--- config.mk ---
export PLATFORM = sky130hd
export DESIGN_NAME = apb_gpio_ctrl_flat
export DESIGN_NICKNAME = d
export VERILOG_FILES = /design/src/rtl/gpio_pkg.sv /design/src/rtl/apb_gpio_ctrl_if.sv /design/src/rtl/gpio_sync.sv /design/src/rtl/apb_gpio_ctrl.sv /design/src/flat_wrapper.sv
export SDC_FILE = /design/constraint.sdc
export NUM_CORES = 1
export LEC_CHECK = 0
export ABC_AREA = 1
export CORE_MARGIN = 2
export CORE_UTILIZATION = 45
export DETAILED_ROUTE_END_ITERATION = 12
export PLACE_DENSITY = 0.83
export REMOVE_ABC_BUFFERS = 1
export SYNTH_ARGS = -nofsm -noshare
export SYNTH_HDL_FRONTEND = slang
export SYNTH_SLANG_ARGS = --single-unit
--- constraint.sdc ---
create_clock -name PCLK -period 1.6 [get_ports PCLK]
set_input_delay 0.48 -clock PCLK [delete_from_list [all_inputs] [get_ports PCLK]]
set_output_delay 0.48 -clock PCLK [all_outputs]
set_load 0.01 [all_outputs]
--- src/rtl/gpio_pkg.sv ---
`default_nettype none
//==============================================================================
// Package : gpio_pkg
// Brief   : Register offsets and APB phase encoding for apb_gpio_ctrl.
// Rev     : 1.0
//==============================================================================
package gpio_pkg;

    localparam logic [31:0] GPIO_ENABLE   = 32'h00;
    localparam logic [31:0] GPIO_DIR      = 32'h04;
    localparam logic [31:0] GPIO_SET      = 32'h08;
    localparam logic [31:0] GPIO_CLR      = 32'h0C;
    localparam logic [31:0] GPIO_OUT      = 32'h10;
    localparam logic [31:0] GPIO_IN       = 32'h14;
    localparam logic [31:0] GPIO_RISE_EN  = 32'h18;
    localparam logic [31:0] GPIO_FALL_EN  = 32'h1C;
    localparam logic [31:0] GPIO_IRQ_STAT = 32'h20;

    localparam int APB_STATE_W = 2;
    localparam logic [APB_STATE_W-1:0] IDLE   = 2'd0;
    localparam logic [APB_STATE_W-1:0] SETUP  = 2'd1;
    localparam logic [APB_STATE_W-1:0] ACCESS = 2'd2;

endpackage
`default_nettype wire

--- src/rtl/apb_gpio_ctrl_if.sv ---
`default_nettype none
//==============================================================================
// Interface : apb_gpio_ctrl_if
// Brief     : APB3 bus bundle with master and slave views.
// Rev       : 1.0
//==============================================================================
interface apb_gpio_ctrl_if #(
    parameter int ADDR_W = 6
) ();
    logic              PSEL;
    logic              PENABLE;
    logic              PWRITE;
    logic [ADDR_W-1:0] PADDR;
    logic [31:0]       PWDATA;
    logic [31:0]       PRDATA;
    logic              PREADY;
    logic              PSLVERR;

    modport master (
        output PSEL, PENABLE, PWRITE, PADDR, PWDATA,
        input  PRDATA, PREADY, PSLVERR
    );

    modport slave (
        input  PSEL, PENABLE, PWRITE, PADDR, PWDATA,
        output PRDATA, PREADY, PSLVERR
    );
endinterface
`default_nettype wire

--- src/rtl/gpio_sync.sv ---
`default_nettype none
//==============================================================================
// Module : gpio_sync
// Brief  : W-bit multi-flop synchroniser, async active-low reset.
// Rev    : 1.0
//==============================================================================
module gpio_sync #(
    parameter int W      = 8,
    parameter int STAGES = 2
) (
    input  wire logic         clk,
    input  wire logic         rst_n,
    input  wire logic [W-1:0] i_d,
    output logic      [W-1:0] o_q
);
    logic [W-1:0] r_stage [STAGES];

    always_ff @(posedge clk or negedge rst_n) begin
        if (!rst_n) begin
            for (int i = 0; i < STAGES; i++) r_stage[i] <= '0;
        end else begin
            r_stage[0] <= i_d;
            for (int i = 1; i < STAGES; i++) r_stage[i] <= r_stage[i-1];
        end
    end

    assign o_q = r_stage[STAGES-1];
endmodule
`default_nettype wire

--- src/rtl/apb_gpio_ctrl.sv ---
`default_nettype none
//==============================================================================
// Module : apb_gpio_ctrl
// Brief  : APB3 GPIO controller with set/clear aliases and edge interrupts.
// Rev    : 1.0
//==============================================================================
module apb_gpio_ctrl
    import gpio_pkg::*;
#(
    parameter int NPINS       = 8,
    parameter int SYNC_STAGES = 2,
    parameter int ADDR_W      = 6
) (
    input  wire logic             PCLK,
    input  wire logic             PRESETn,
    apb_gpio_ctrl_if.slave        apb,
    input  wire logic [NPINS-1:0] gpio_in,
    output logic      [NPINS-1:0] gpio_out,
    output logic      [NPINS-1:0] gpio_oe,
    output logic                  irq
);
    logic [APB_STATE_W-1:0] r_state, w_state_nxt;
    logic [NPINS-1:0] w_sync, r_prev, w_in, w_mask, w_hw_set, w_w1c, w_wdata;
    logic [NPINS-1:0] r_enable, r_dir, r_out, r_rise_en, r_fall_en, r_irq_stat;
    logic [31:0]      w_off, w_rdata, r_prdata;
    logic             w_err, w_wr, w_rd_cap, w_slverr, w_unused;

    gpio_sync #(.W(NPINS), .STAGES(SYNC_STAGES)) u_sync (
        .clk   (PCLK),
        .rst_n (PRESETn),
        .i_d   (gpio_in),
        .o_q   (w_sync)
    );

    assign w_off    = 32'({apb.PADDR[ADDR_W-1:2], 2'b00});
    assign w_wdata  = apb.PWDATA[NPINS-1:0];
    assign w_unused = ^{apb.PADDR[1:0], apb.PWDATA};

    // r_state is the phase of the cycle just completed; w_state_nxt is the
    // phase of the current bus cycle, so commits happen at the edge ending it.
    always_ff @(posedge PCLK or negedge PRESETn) begin
        if (!PRESETn) r_state <= IDLE;
        else          r_state <= w_state_nxt;
    end

    always_comb begin
        w_state_nxt = IDLE;
        case (r_state)
            SETUP:   w_state_nxt = ACCESS;
            default: if (apb.PSEL && !apb.PENABLE) w_state_nxt = SETUP;
        endcase
    end

    always_comb begin
        w_wr     = (w_state_nxt == ACCESS) && apb.PSEL && apb.PENABLE && apb.PWRITE && !w_err;
        w_rd_cap = (w_state_nxt == SETUP) && !apb.PWRITE;
        w_slverr = (w_state_nxt == ACCESS) && apb.PSEL && w_err;
    end

    assign w_err = (w_off > GPIO_IRQ_STAT)
                || (apb.PWRITE && (w_off == GPIO_IN))
                || (!apb.PWRITE && ((w_off == GPIO_SET) || (w_off == GPIO_CLR)));

    assign w_in = w_sync & r_enable & ~r_dir;

    always_comb begin
        w_rdata = '0;
        case (w_off)
            GPIO_ENABLE:   w_rdata = 32'(r_enable);
            GPIO_DIR:      w_rdata = 32'(r_dir);
            GPIO_OUT:      w_rdata = 32'(r_out);
            GPIO_IN:       w_rdata = 32'(w_in);
            GPIO_RISE_EN:  w_rdata = 32'(r_rise_en);
            GPIO_FALL_EN:  w_rdata = 32'(r_fall_en);
            GPIO_IRQ_STAT: w_rdata = 32'(r_irq_stat);
            default:       w_rdata = '0;
        endcase
    end

    assign w_mask   = r_enable & ~r_dir;
    assign w_hw_set = ((w_sync & ~r_prev & r_rise_en) | (~w_sync & r_prev & r_fall_en)) & w_mask;
    assign w_w1c    = (w_wr && (w_off == GPIO_IRQ_STAT)) ? w_wdata : '0;

    always_ff @(posedge PCLK or negedge PRESETn) begin
        if (!PRESETn) begin
            r_enable   <= '0;
            r_dir      <= '0;
            r_out      <= '0;
            r_rise_en  <= '0;
            r_fall_en  <= '0;
            r_irq_stat <= '0;
            r_prev     <= '0;
            r_prdata   <= '0;
        end else begin
            r_prev     <= w_sync;
            // hardware set takes priority over a same-cycle W1C
            r_irq_stat <= (r_irq_stat & ~w_w1c) | w_hw_set;
            if (w_rd_cap) r_prdata <= w_rdata;
            if (w_wr) begin
                case (w_off)
                    GPIO_ENABLE:  r_enable  <= w_wdata;
                    GPIO_DIR:     r_dir     <= w_wdata;
                    GPIO_SET:     r_out     <= r_out | w_wdata;
                    GPIO_CLR:     r_out     <= r_out & ~w_wdata;
                    GPIO_OUT:     r_out     <= w_wdata;
                    GPIO_RISE_EN: r_rise_en <= w_wdata;
                    GPIO_FALL_EN: r_fall_en <= w_wdata;
                    default:      ;
                endcase
            end
        end
    end

    assign apb.PRDATA  = r_prdata;
    assign apb.PREADY  = 1'b1;
    assign apb.PSLVERR = w_slverr;
    assign gpio_out    = r_out & r_enable;
    assign gpio_oe     = r_enable & r_dir;
    assign irq         = |r_irq_stat;
endmodule
`default_nettype wire

--- src/flat_wrapper.sv ---
// flat-port wrapper written by rule: the top's interface ports become plain ports
module apb_gpio_ctrl_flat import gpio_pkg::*;
#(
    parameter int NPINS       = 8,
    parameter int SYNC_STAGES = 2,
    parameter int ADDR_W      = 6
)
  (PCLK, PRESETn, gpio_in, gpio_out, gpio_oe, irq, apb_PSEL, apb_PENABLE, apb_PWRITE, apb_PADDR, apb_PWDATA, apb_PRDATA, apb_PREADY, apb_PSLVERR);
  apb_gpio_ctrl_if #(.ADDR_W(ADDR_W)) apb_i ();
  input  wire logic PCLK;
  input  wire logic PRESETn;
  input  wire logic [NPINS-1:0] gpio_in;
  output logic      [NPINS-1:0] gpio_out;
  output logic      [NPINS-1:0] gpio_oe;
  output logic irq;
  input wire logic [$bits(apb_i.PSEL)-1:0] apb_PSEL;
  input wire logic [$bits(apb_i.PENABLE)-1:0] apb_PENABLE;
  input wire logic [$bits(apb_i.PWRITE)-1:0] apb_PWRITE;
  input wire logic [$bits(apb_i.PADDR)-1:0] apb_PADDR;
  input wire logic [$bits(apb_i.PWDATA)-1:0] apb_PWDATA;
  output wire logic [$bits(apb_i.PRDATA)-1:0] apb_PRDATA;
  output wire logic [$bits(apb_i.PREADY)-1:0] apb_PREADY;
  output wire logic [$bits(apb_i.PSLVERR)-1:0] apb_PSLVERR;
  assign apb_i.PSEL = apb_PSEL;
  assign apb_i.PENABLE = apb_PENABLE;
  assign apb_i.PWRITE = apb_PWRITE;
  assign apb_i.PADDR = apb_PADDR;
  assign apb_i.PWDATA = apb_PWDATA;
  assign apb_PRDATA = apb_i.PRDATA;
  assign apb_PREADY = apb_i.PREADY;
  assign apb_PSLVERR = apb_i.PSLVERR;
  apb_gpio_ctrl #(.NPINS(NPINS), .SYNC_STAGES(SYNC_STAGES), .ADDR_W(ADDR_W)) u_core (.PCLK(PCLK), .PRESETn(PRESETn), .apb(apb_i), .gpio_in(gpio_in), .gpio_out(gpio_out), .gpio_oe(gpio_oe), .irq(irq));
endmodule
* Yosys cells after proc, flatten, opt, wreduce, memory -nomap -nowiden *
Cells that the tools add are included.

word-level totals
  latch bits = 0
  output and inout port bits = 51
  logic and storage cells = 72
  memories = 0
  ROM bits = 0
  memory bits (writable) = 0
  bits in registers = 106
  bits of input ports = 51

operators by class
  bitwise operators = 20
  equality and inequality tests = 11
  multipliers = 0
  reduce and logical (&&, ||, !) cells = 24
  div/mod/pow operators = 0
  multiplexer cells = 5
  $add $sub $neg = 0
  $lt $le $gt $ge = 1
  shift operators = 0

operators by type and width
  cell                count
  $and 8x8->8         12
  $pmux 8 s7          1
  $not 8->8           5
  $logic_not 32->1    1
  $or 8x8->8          3
  $pmux 8 s3          1
  $eq 4x3->1 const B  4
  $logic_and 1x1->1   10
  $reduce_and 2->1    5
  $eq 4x2->1 const B  2
  $mux 8              1
  $reduce_or 8->1     1
  $gt 6x6->1 const B  1
  $eq 2x1->1 const B  2
  $eq 4x1->1 const B  1
  $eq 4x4->1 const B  1
  $logic_not 1->1     3
  $logic_or 1x1->1    3
  $reduce_bool 3->1   1
  $eq 2x2->1 const B  1
  $mux 2              1
  $mux 1              1

* Logic depth before layout (Yosys ltp) *
Gate-level depths: netlist (run 1).

  depth after elaboration = 14
  depth in mapped cells = 10
  gate-level depth less buffers = 9

* Cells and area by module *
Synthesis (run 1) repeated with hierarchy kept, for this count alone.

second synthesis, totals
  cell total of the unflattened synthesis = 540
  area, all modules = 4156.5 µm²

by module, submodules not included
  module         times used  seq. area each (µm²)  cells each  area each (µm²)
  apb_gpio_ctrl  1           1651.6                516         3696.0
  gpio_sync      1           400.4                 24          460.4

* Worst setup path after synthesis (run 1) *
No wires, ideal clock.

  path type = input port to output port
  from = input port apb_PADDR[4]
  to = output port apb_PSLVERR
  path buffers = 1
  arrival time = 1.165 ns
  slack = -0.045 ns
  required time = 1.120 ns
  cell stages on the path = 6
  cell sequence = nor2_1 buf_2 nand2_1 o211ai_1 nand3_1 inv_1

between the ends
  cells in the longest elaborated chain, start to end = 5
  elaborated cells on any way between the ends = 10
  those cells by class = order compare: 1; eq/ne: 3; reduce/logical: 6

RTL lines
  item                                                                RTL line             source
  start, declared                                                     flat_wrapper.sv:19   input wire logic [$bits(apb_i.PADDR)-1:0] apb_PADDR;
  parallel branches: the longest is 3 deep, another holds $gt 6x6->1  -
  $logic_or 1x1->1 (*)                                                apb_gpio_ctrl.sv:62  || (!apb.PWRITE && ((w_off == GPIO_SET) || (w_off == GPIO_CLR)));
  $logic_and 1x1->1 (*)                                               apb_gpio_ctrl.sv:57  w_slverr = (w_state_nxt == ACCESS) && apb.PSEL && w_err;
  end, declared                                                       flat_wrapper.sv:23   output wire logic [$bits(apb_i.PSLVERR)-1:0] apb_PSLVERR;

Every way passes the cells marked *.

* Final worst setup path (run 1) *
  from = register u_core.r_irq_stat[4]
  to = output port irq

between the ends
  cells in the longest elaborated chain, start to end = 1

RTL lines
  item                    RTL line              source
  start, declared         apb_gpio_ctrl.sv:24   logic [NPINS-1:0] r_enable, r_dir, r_out, r_rise_en, r_fall_en, r_irq_stat;
  start signal, assigned  apb_gpio_ctrl.sv:97   r_irq_stat <= (r_irq_stat & ~w_w1c) | w_hw_set;
  $reduce_or 8->1         apb_gpio_ctrl.sv:119  assign irq = |r_irq_stat;
  end, declared           flat_wrapper.sv:15    output logic irq;

No other way between the ends.

==> impl_metrics.py, run 1 <==
metrics = {
    "power": {
        "switching_share_pct": 29.09,
        "pwr_density_cell_nw_per_um2": 746.5,
        "pwr-share-clk_pct": 31.4,
        "switching_power_mw": 1.289,
        "p_comb_share_pct": 17.6,
        "leakagePower_nw": 3.186,
        "peakVddDrop_mv": 0.3878,
        "p_seq_share_pct": 50.9,
        "internal-power_mw": 3.141,
    },
    "logic_synthesis": {
        "syn-instance-count": 572,
        "synth-adder-area-share_pct": 0,
        "synth_warnings": 0,
        "syn_area_per_cell_um2": 7.496,
        "yosys.area_share.simple_pct": 32.92,
        "synth_top_area_share_pct": 47.86,
        "synth_area_um2": 4288,
        "synth_compound_area_share_pct": 7.587,
        "synthXorXnorAreaFrac_pct": 0,
        "synth_top_area_cell": "dfrtp_1",
        "synth_seq_area_share_pct": 47.86,
        "synth.area.mux_share_pct": 0,
        "synth_top_cells_by_area": "dfrtp_1 48%, nand2_1 19%, inv_1 5.3%",
        "synth_top_family_by_area": "simple AND/OR/NAND/NOR gates",
        "ys_ff_latch": 82,
        "ys_types": 25,
    },
    "setup_path": {
        "critPathRequiredTime_ns": 1.12,
        "critPathKind": "reg2out",
        "r2r_cells": 9,
        "cp_slowest_stage_delay_ns": 0.42,
        "rr_endpoint": "u_core.r_fall_en[5]$_DFFE_PN0P_",
        "crit_chain": "nor4_2, nand2_1, buf_2",
        "cp-start-kind": "flop",
        "endpoint_kind": "primary output",
        "critPathArrivalTime_ns": 1.33,
        "r2r_start": "u_core.r_state[1]$_DFF_PN0_",
        "crit_slowest_cell": "dfrtp_1",
        "r2r_slack_ns": 0.11,
        "critical_path.max_fanout": 2,
    },
    "min_path": {
        "hold_class": "in2async",
    },
    "finish": {
        "design_area_um2": 5934,
        "syn2layout_area_growth_pct": 38.40,
        "regArea_um2": 2052,
        "drive_above_1_share_pct": 27.15,
        "antenna_cells": 0,
        "nNetsFinal": 779,
        "fillers": 765,
        "multiInputGateArea_um2": 1939,
    },
    "route": {
        "firstDrtPassIters": 5,
        "vias": 4409,
        "totalWireLength_mm": 12.78,
        "viasPerCell": 5.115,
        "antenna_left": 0,
        "drc": 0,
        "dr.first_iter.drc_count": 313,
        "routedWlPerCell_um": 14.82,
    },
    "clock_network": {
        "clockRootBuffer": "clkbuf_8",
        "tritoncts": "yes",
        "clkTransAtPathRegs_ns": 0.08,
        "cts_buffers": 9,
        "hold_buffers": 0,
        "worstSkewPairLatency_ns": 0.37,
        "clockBufferDepth": 2,
        "cts.htree.levels": 3,
        "cts.sinks": 82,
    },
    "timing": {
        "tns_ns": -0.3204,
        "fin_skew_ns": 0.004526,
        "hold_slack_ns": 0.01000,
        "fmax_mhz": 553.4,
        "rsz0062_at_grt": "true",
        "slew_viol_final": 0,
        "layout_setup_ws_ns": -0.2071,
        "fin_crit_ns": 1.807,
        "setup_viol": 2,
        "report.final.hold_viol_count": 0,
        "post-route-period-util_pct": 112.9,
    },
    "placed_design": {
        "gp_congestion": 0.9097,
        "port_buffers": 50,
        "dp_hpwl_mm": 8.491,
        "placement.cell_area_um2": 5334,
        "pre_cts_ws_ns": -0.9993,
    },
    "global_route": {
        "grt_usage_pct": 25.31,
        "antenna_found_initial": 0,
        "grt_first_pass_wirelength_mm": 20.07,
        "grt_pass1_vias": 4261,
        "grt-ovfl-total": 0,
        "grt_max_degree": 32,
    },
    "flow_run": {
        "maxCapViolations": 0,
    },
    "die": {
        "die-width_um": 101.6,
        "dieHeight_um": 101.6,
        "pin_count": 102,
        "core-area_um2": 9240,
        "fp-row-count": 35,
        "die_area_um2": 10330,
        "initial_core_util_pct": 46.40,
    },
    "status": {
        "status": "finished, violations left",
        "violations": "setup timing",
    },
}
[metal layers]
metal | global-route usage, % | part of all wire [%]
met5 | 0 | 0
met4 | 11.85 | 3.7
met3 | 5.590 | 7.1
met2 | 41.04 | 48
met1 | 32.28 | 41
[cell usage after synthesis]
master / n
a21o_1: 7
buf_2: 6
buf_4: 28
clkbuf_1: 4
conb_1: 2
dfrtp_1: 82
inv_1: 60
inv_2: 3
nand2_1: 219
nand2_2: 1
nand3_1: 34
nand3_2: 1
nand3_4: 1
nand3b_1: 4
nand4_1: 7
nand4_2: 1
nor2_1: 41
nor2_2: 5
nor2_4: 7
nor3_1: 2
nor4_1: 2
nor4_2: 1
o211ai_1: 1
o21ai_0: 30
o21ai_1: 23
[what timing repair did]
| item | in CTS | in global routing |
|---|---|---|
| pin swaps | 10 | 12 |
| setup buffers | 38 | 10 |
| gates resized for setup | 98 | 64 |
| setup endpoints to repair | 82 | 52 |
[power by group through the flow]
stage / registers, mW / logic (mW) / clock network, mW
2_1_floorplan: 2.30 / 0.268 / 0
3_3_place_gp: 2.29 / 0.690 / 0
3_5_place_dp: 2.30 / 0.707 / 0
4_1_cts: 2.25 / 0.722 / 1.42
5_1_grt: 2.27 / 0.858 / 1.50
6_report: 2.26 / 0.781 / 1.39
[how the worst max path moves through the flow]
stage,startpoint,to,slack [ns]
2_1_floorplan,apb_PADDR[3],u_core.r_out[6]$_DFFE_PN0P_,-0.23
3_3_place_gp,apb_PADDR[5],apb_PSLVERR,-0.90
3_5_place_dp,apb_PADDR[5],apb_PSLVERR,-1.0
4_1_cts,u_core.r_irq_stat[4]$_DFF_PN0_,irq,-0.21
5_1_grt,u_core.r_irq_stat[2]$_DFF_PN0_,irq,-0.24
6_report,u_core.r_irq_stat[4]$_DFF_PN0_,irq,-0.21
[layout make-up]
cell class / count / area share (%)
sequential: 82 / 34.58
inverter: 63 / 4.027
clock inverter: 5 / 0.6747
clock buffer: 11 / 2.382
tap: 129 / 2.720
timing repair buffer: 160 / 22.94
multi-input combinational: 412 / 32.68
[state kept, by name (all words and copies together) (netlist names)]
signal,flops
u_core.r_dir,8
u_core.u_sync.o_q,8
u_core.r_out,8
u_core.r_enable,8
u_core.r_prev,8
u_core.r_rise_en,8
u_core.r_irq_stat,8
u_core.r_state,2
u_core.u_sync.r_stage,8
u_core.apb.PRDATA,8
u_core.r_fall_en,8
[metrics by stage]
| stage | util, % | power (mW) | std cells |
|---|---|---|---|
| 4_1_cts | 62.04 | 4.386 | 855 |
| 5_1_grt | 64.22 | 4.626 | 862 |
| 3_3_place_gp | 57.73 | 2.979 | 805 |
| 2_1_floorplan | - | 2.568 | 557 |
| 6_report | 64.22 | 4.430 | 862 |
| 3_5_place_dp | 57.73 | 3.006 | 805 |
[critical path: cells and delay by family (launching register included)]
family        cells  cell delay, ns
buf+inv           1            0.16
simple gates      2            0.39
flops             1            0.42
[layout by cell type, fill, tap and decap left out, types with 9 or more instances in the layout]
master	count
nand2_1	205
buf_4	96
dfrtp_1	82
inv_1	50
nor2_1	38
nand3_1	33
o21ai_0	30
conb_1	25
o21ai_1	22
buf_6	22
clkdlybuf4s50_1	16
inv_2	12
nor2_4	10
clkbuf_8	10
dlygate4sd2_1	10
nand2_2	9
[cells by family after synthesis]
family / count (synthesis)
compound gates: 61
buf+inv: 101
flops: 82
other cells: 2
simple gates: 326
Power figures use the tool's default switching activity.
==> inputs of run 2 (changes only) <==
--- a/config.mk
+++ b/config.mk
@@ -9,6 +9,7 @@
 export CORE_MARGIN = 2
 export CORE_UTILIZATION = 45
 export DETAILED_ROUTE_END_ITERATION = 12
+export GPL_ROUTABILITY_DRIVEN = 0
 export PLACE_DENSITY = 0.83
 export REMOVE_ABC_BUFFERS = 1
 export SYNTH_ARGS = -nofsm -noshare
==> run 2 against run 1 <==
Effect of this change:
- the run still ends with setup timing left
- cell area shrank 1.9%
- clock skew increased by 0.0025 ns
- core utilization decreased by 1.2 points
- worst hold slack better by 0.11 ns
- largest cell class unchanged
- first-iteration DRC count increased by 6.7%
- sequential power hardly changed
- critical path type unchanged
- worst setup slack worse by 0.0034 ns
- routed wire length rose by 0.31%
- critical endpoint unchanged
- power grew 8.0%
==> impl_metrics.py, run 2 (synthesis results as in run 1) <==
metrics = {
    "status": {
        "status": "finished, violations left",
        "violations": "setup timing",
    },
    "clock_network": {
        "worstSkewPairLatency_ns": 0.37,
        "clkTransAtPathRegs_ns": 0.09,
        "cts_buffers": 9,
        "cts.htree.levels": 3,
        "hold_buffers": 0,
        "clockRootBuffer": "clkbuf_8",
        "cts.sinks": 82,
        "clockBufferDepth": 2,
        "tritoncts": "yes",
    },
    "power": {
        "pwr_density_cell_nw_per_um2": 821.9,
        "leakagePower_nw": 3.145,
        "peakVddDrop_mv": 0.4499,
        "power_mw": 4.786,
    },
    "finish": {
        "final_cell_mix": "207 x nand2_1, 84 x buf_4, 82 x dfrtp_1, 52 x inv_1, 39 x nor2_1",
        "antenna_cells": 0,
        "final_common_cell": "nand2_1",
        "drive_above_1_share_pct": 24.90,
        "nNetsFinal": 765,
        "syn2layout_area_growth_pct": 35.80,
        "design_area_um2": 5823,
        "final_util_pct": 63.02,
    },
    "global_route": {
        "grt_max_degree": 83,
        "grt_pass1_vias": 4241,
        "grt_usage_pct": 25.74,
        "grt-ovfl-total": 0,
        "antenna_found_initial": 0,
        "grt_first_pass_wirelength_mm": 20.20,
    },
    "route": {
        "dr.first_iter.drc_count": 334,
        "routedWlPerCell_um": 15.11,
        "viasPerCell": 5.144,
        "totalWireLength_mm": 12.82,
        "vias": 4362,
        "firstDrtPassIters": 7,
        "antenna_left": 0,
        "drc": 0,
    },
    "die": {
        "fp-row-count": 35,
        "die_area_um2": 10330,
        "dieHeight_um": 101.6,
        "core-area_um2": 9240,
        "die-width_um": 101.6,
        "initial_core_util_pct": 46.40,
        "pin_count": 102,
    },
    "setup_path": {
        "cp_slowest_stage_delay_ns": 0.41,
        "critPathRequiredTime_ns": 1.12,
        "cp-start-kind": "flop",
        "endpoint_kind": "primary output",
        "critical_path.max_fanout": 2,
        "critPathTopFamily": "flip-flops",
        "critPathKind": "reg2out",
        "crit_chain": "nor4_2, nand2_1, buf_2",
        "path_buf_inv": 1,
        "crit_slowest_cell": "dfrtp_1",
        "critPathArrivalTime_ns": 1.33,
    },
    "timing": {
        "rsz0062_at_grt": "true",
        "report.final.hold_viol_count": 0,
        "tns_ns": -0.3634,
        "fin_crit_ns": 1.811,
        "layout_setup_ws_ns": -0.2105,
        "fmax_mhz": 552.3,
        "fin_skew_ns": 0.007042,
        "post-route-period-util_pct": 113.2,
        "slew_viol_final": 0,
        "setup_viol": 2,
    },
    "placed_design": {
        "placement.cell_area_um2": 5314,
        "port_buffers": 50,
        "dp_hpwl_mm": 8.510,
    },
    "flow_run": {
        "maxCapViolations": 0,
    },
    "min_path": {
        "hold_class": "in2async",
    },
}
[run 2: cell count changes in the layout (fill, tap and decap cells not counted), moves of 3 or more]
cell and change:
buf_4 -12, buf_2 +5, buf_6 -3, clkbuf_2 -3
[run 2: final timing paths]
path / start / endpoint / slack (ns) / cells past startpoint
worst max-delay path: u_core.r_irq_stat[0]$_DFF_PN0_ / irq / -0.21 / 3
max in group asynchronous: PRESETn / u_core.r_rise_en[0]$_DFFE_PN0P_ / 1.11 / 2
min in group PCLK: u_core.u_sync.r_stage[10]$_DFF_PN0_ / u_core.u_sync.o_q[2]$_DFF_PN0_ / 0.35 / 0
worst min register to register: u_core.u_sync.r_stage[10]$_DFF_PN0_ / u_core.u_sync.o_q[2]$_DFF_PN0_ / 0.35 / 0
worst max register to register: u_core.r_state[1]$_DFF_PN0_ / u_core.r_out[2]$_DFFE_PN0P_ / 0.17 / 8
worst min-delay path: PRESETn / u_core.u_sync.o_q[2]$_DFF_PN0_ / 0.12 / 2
[run 2: routing by layer]
metal  track usage (%)  share of wire (%)  routed length, um
met3             5.935                8.5               1095
met4             11.85                3.5                443
met5                 0                  0                  0
met1             32.82                 40               5160
met2             41.65                 48               6117
[run 2: per-stage QoR]
stage	std cells	worst slack [ns]	hold slack, ns
final	848	-0.2105	0.1212
after global routing	848	-0.2792	0.1566
after CTS	848	-0.2268	0.1466
after detailed placement	804	-1.075	0.3355
after global placement	804	-0.9079	0.3328
after floorplan	557	-0.2290	0.1844
[run 2: report_power, final]
group	switching, mW	leakage, nW	internal, mW
Combinational	0.430	2.10	0.332
Clock	0.795	0.116	0.972
Sequential	0.0750	0.924	2.18
[run 2: area by class of cell]
class                   count  area (um2)
repair buffers            145        1210
fillers                   761        3417
clock inverters             5       85.08
clock buffers              11       151.4
flip-flops and latches     82        2052
inverters                  63       239.0
well taps                 129       161.4
multi-input cells         413        1924
[run 2: repair_timing]
item,4_1_cts,5_1_grt
pin swaps,12,6
buffers inserted,28,2
cloned,1,0
hold endpoints to repair,0,0
endpoints found under the setup margin,82,66
resized for setup,110,41
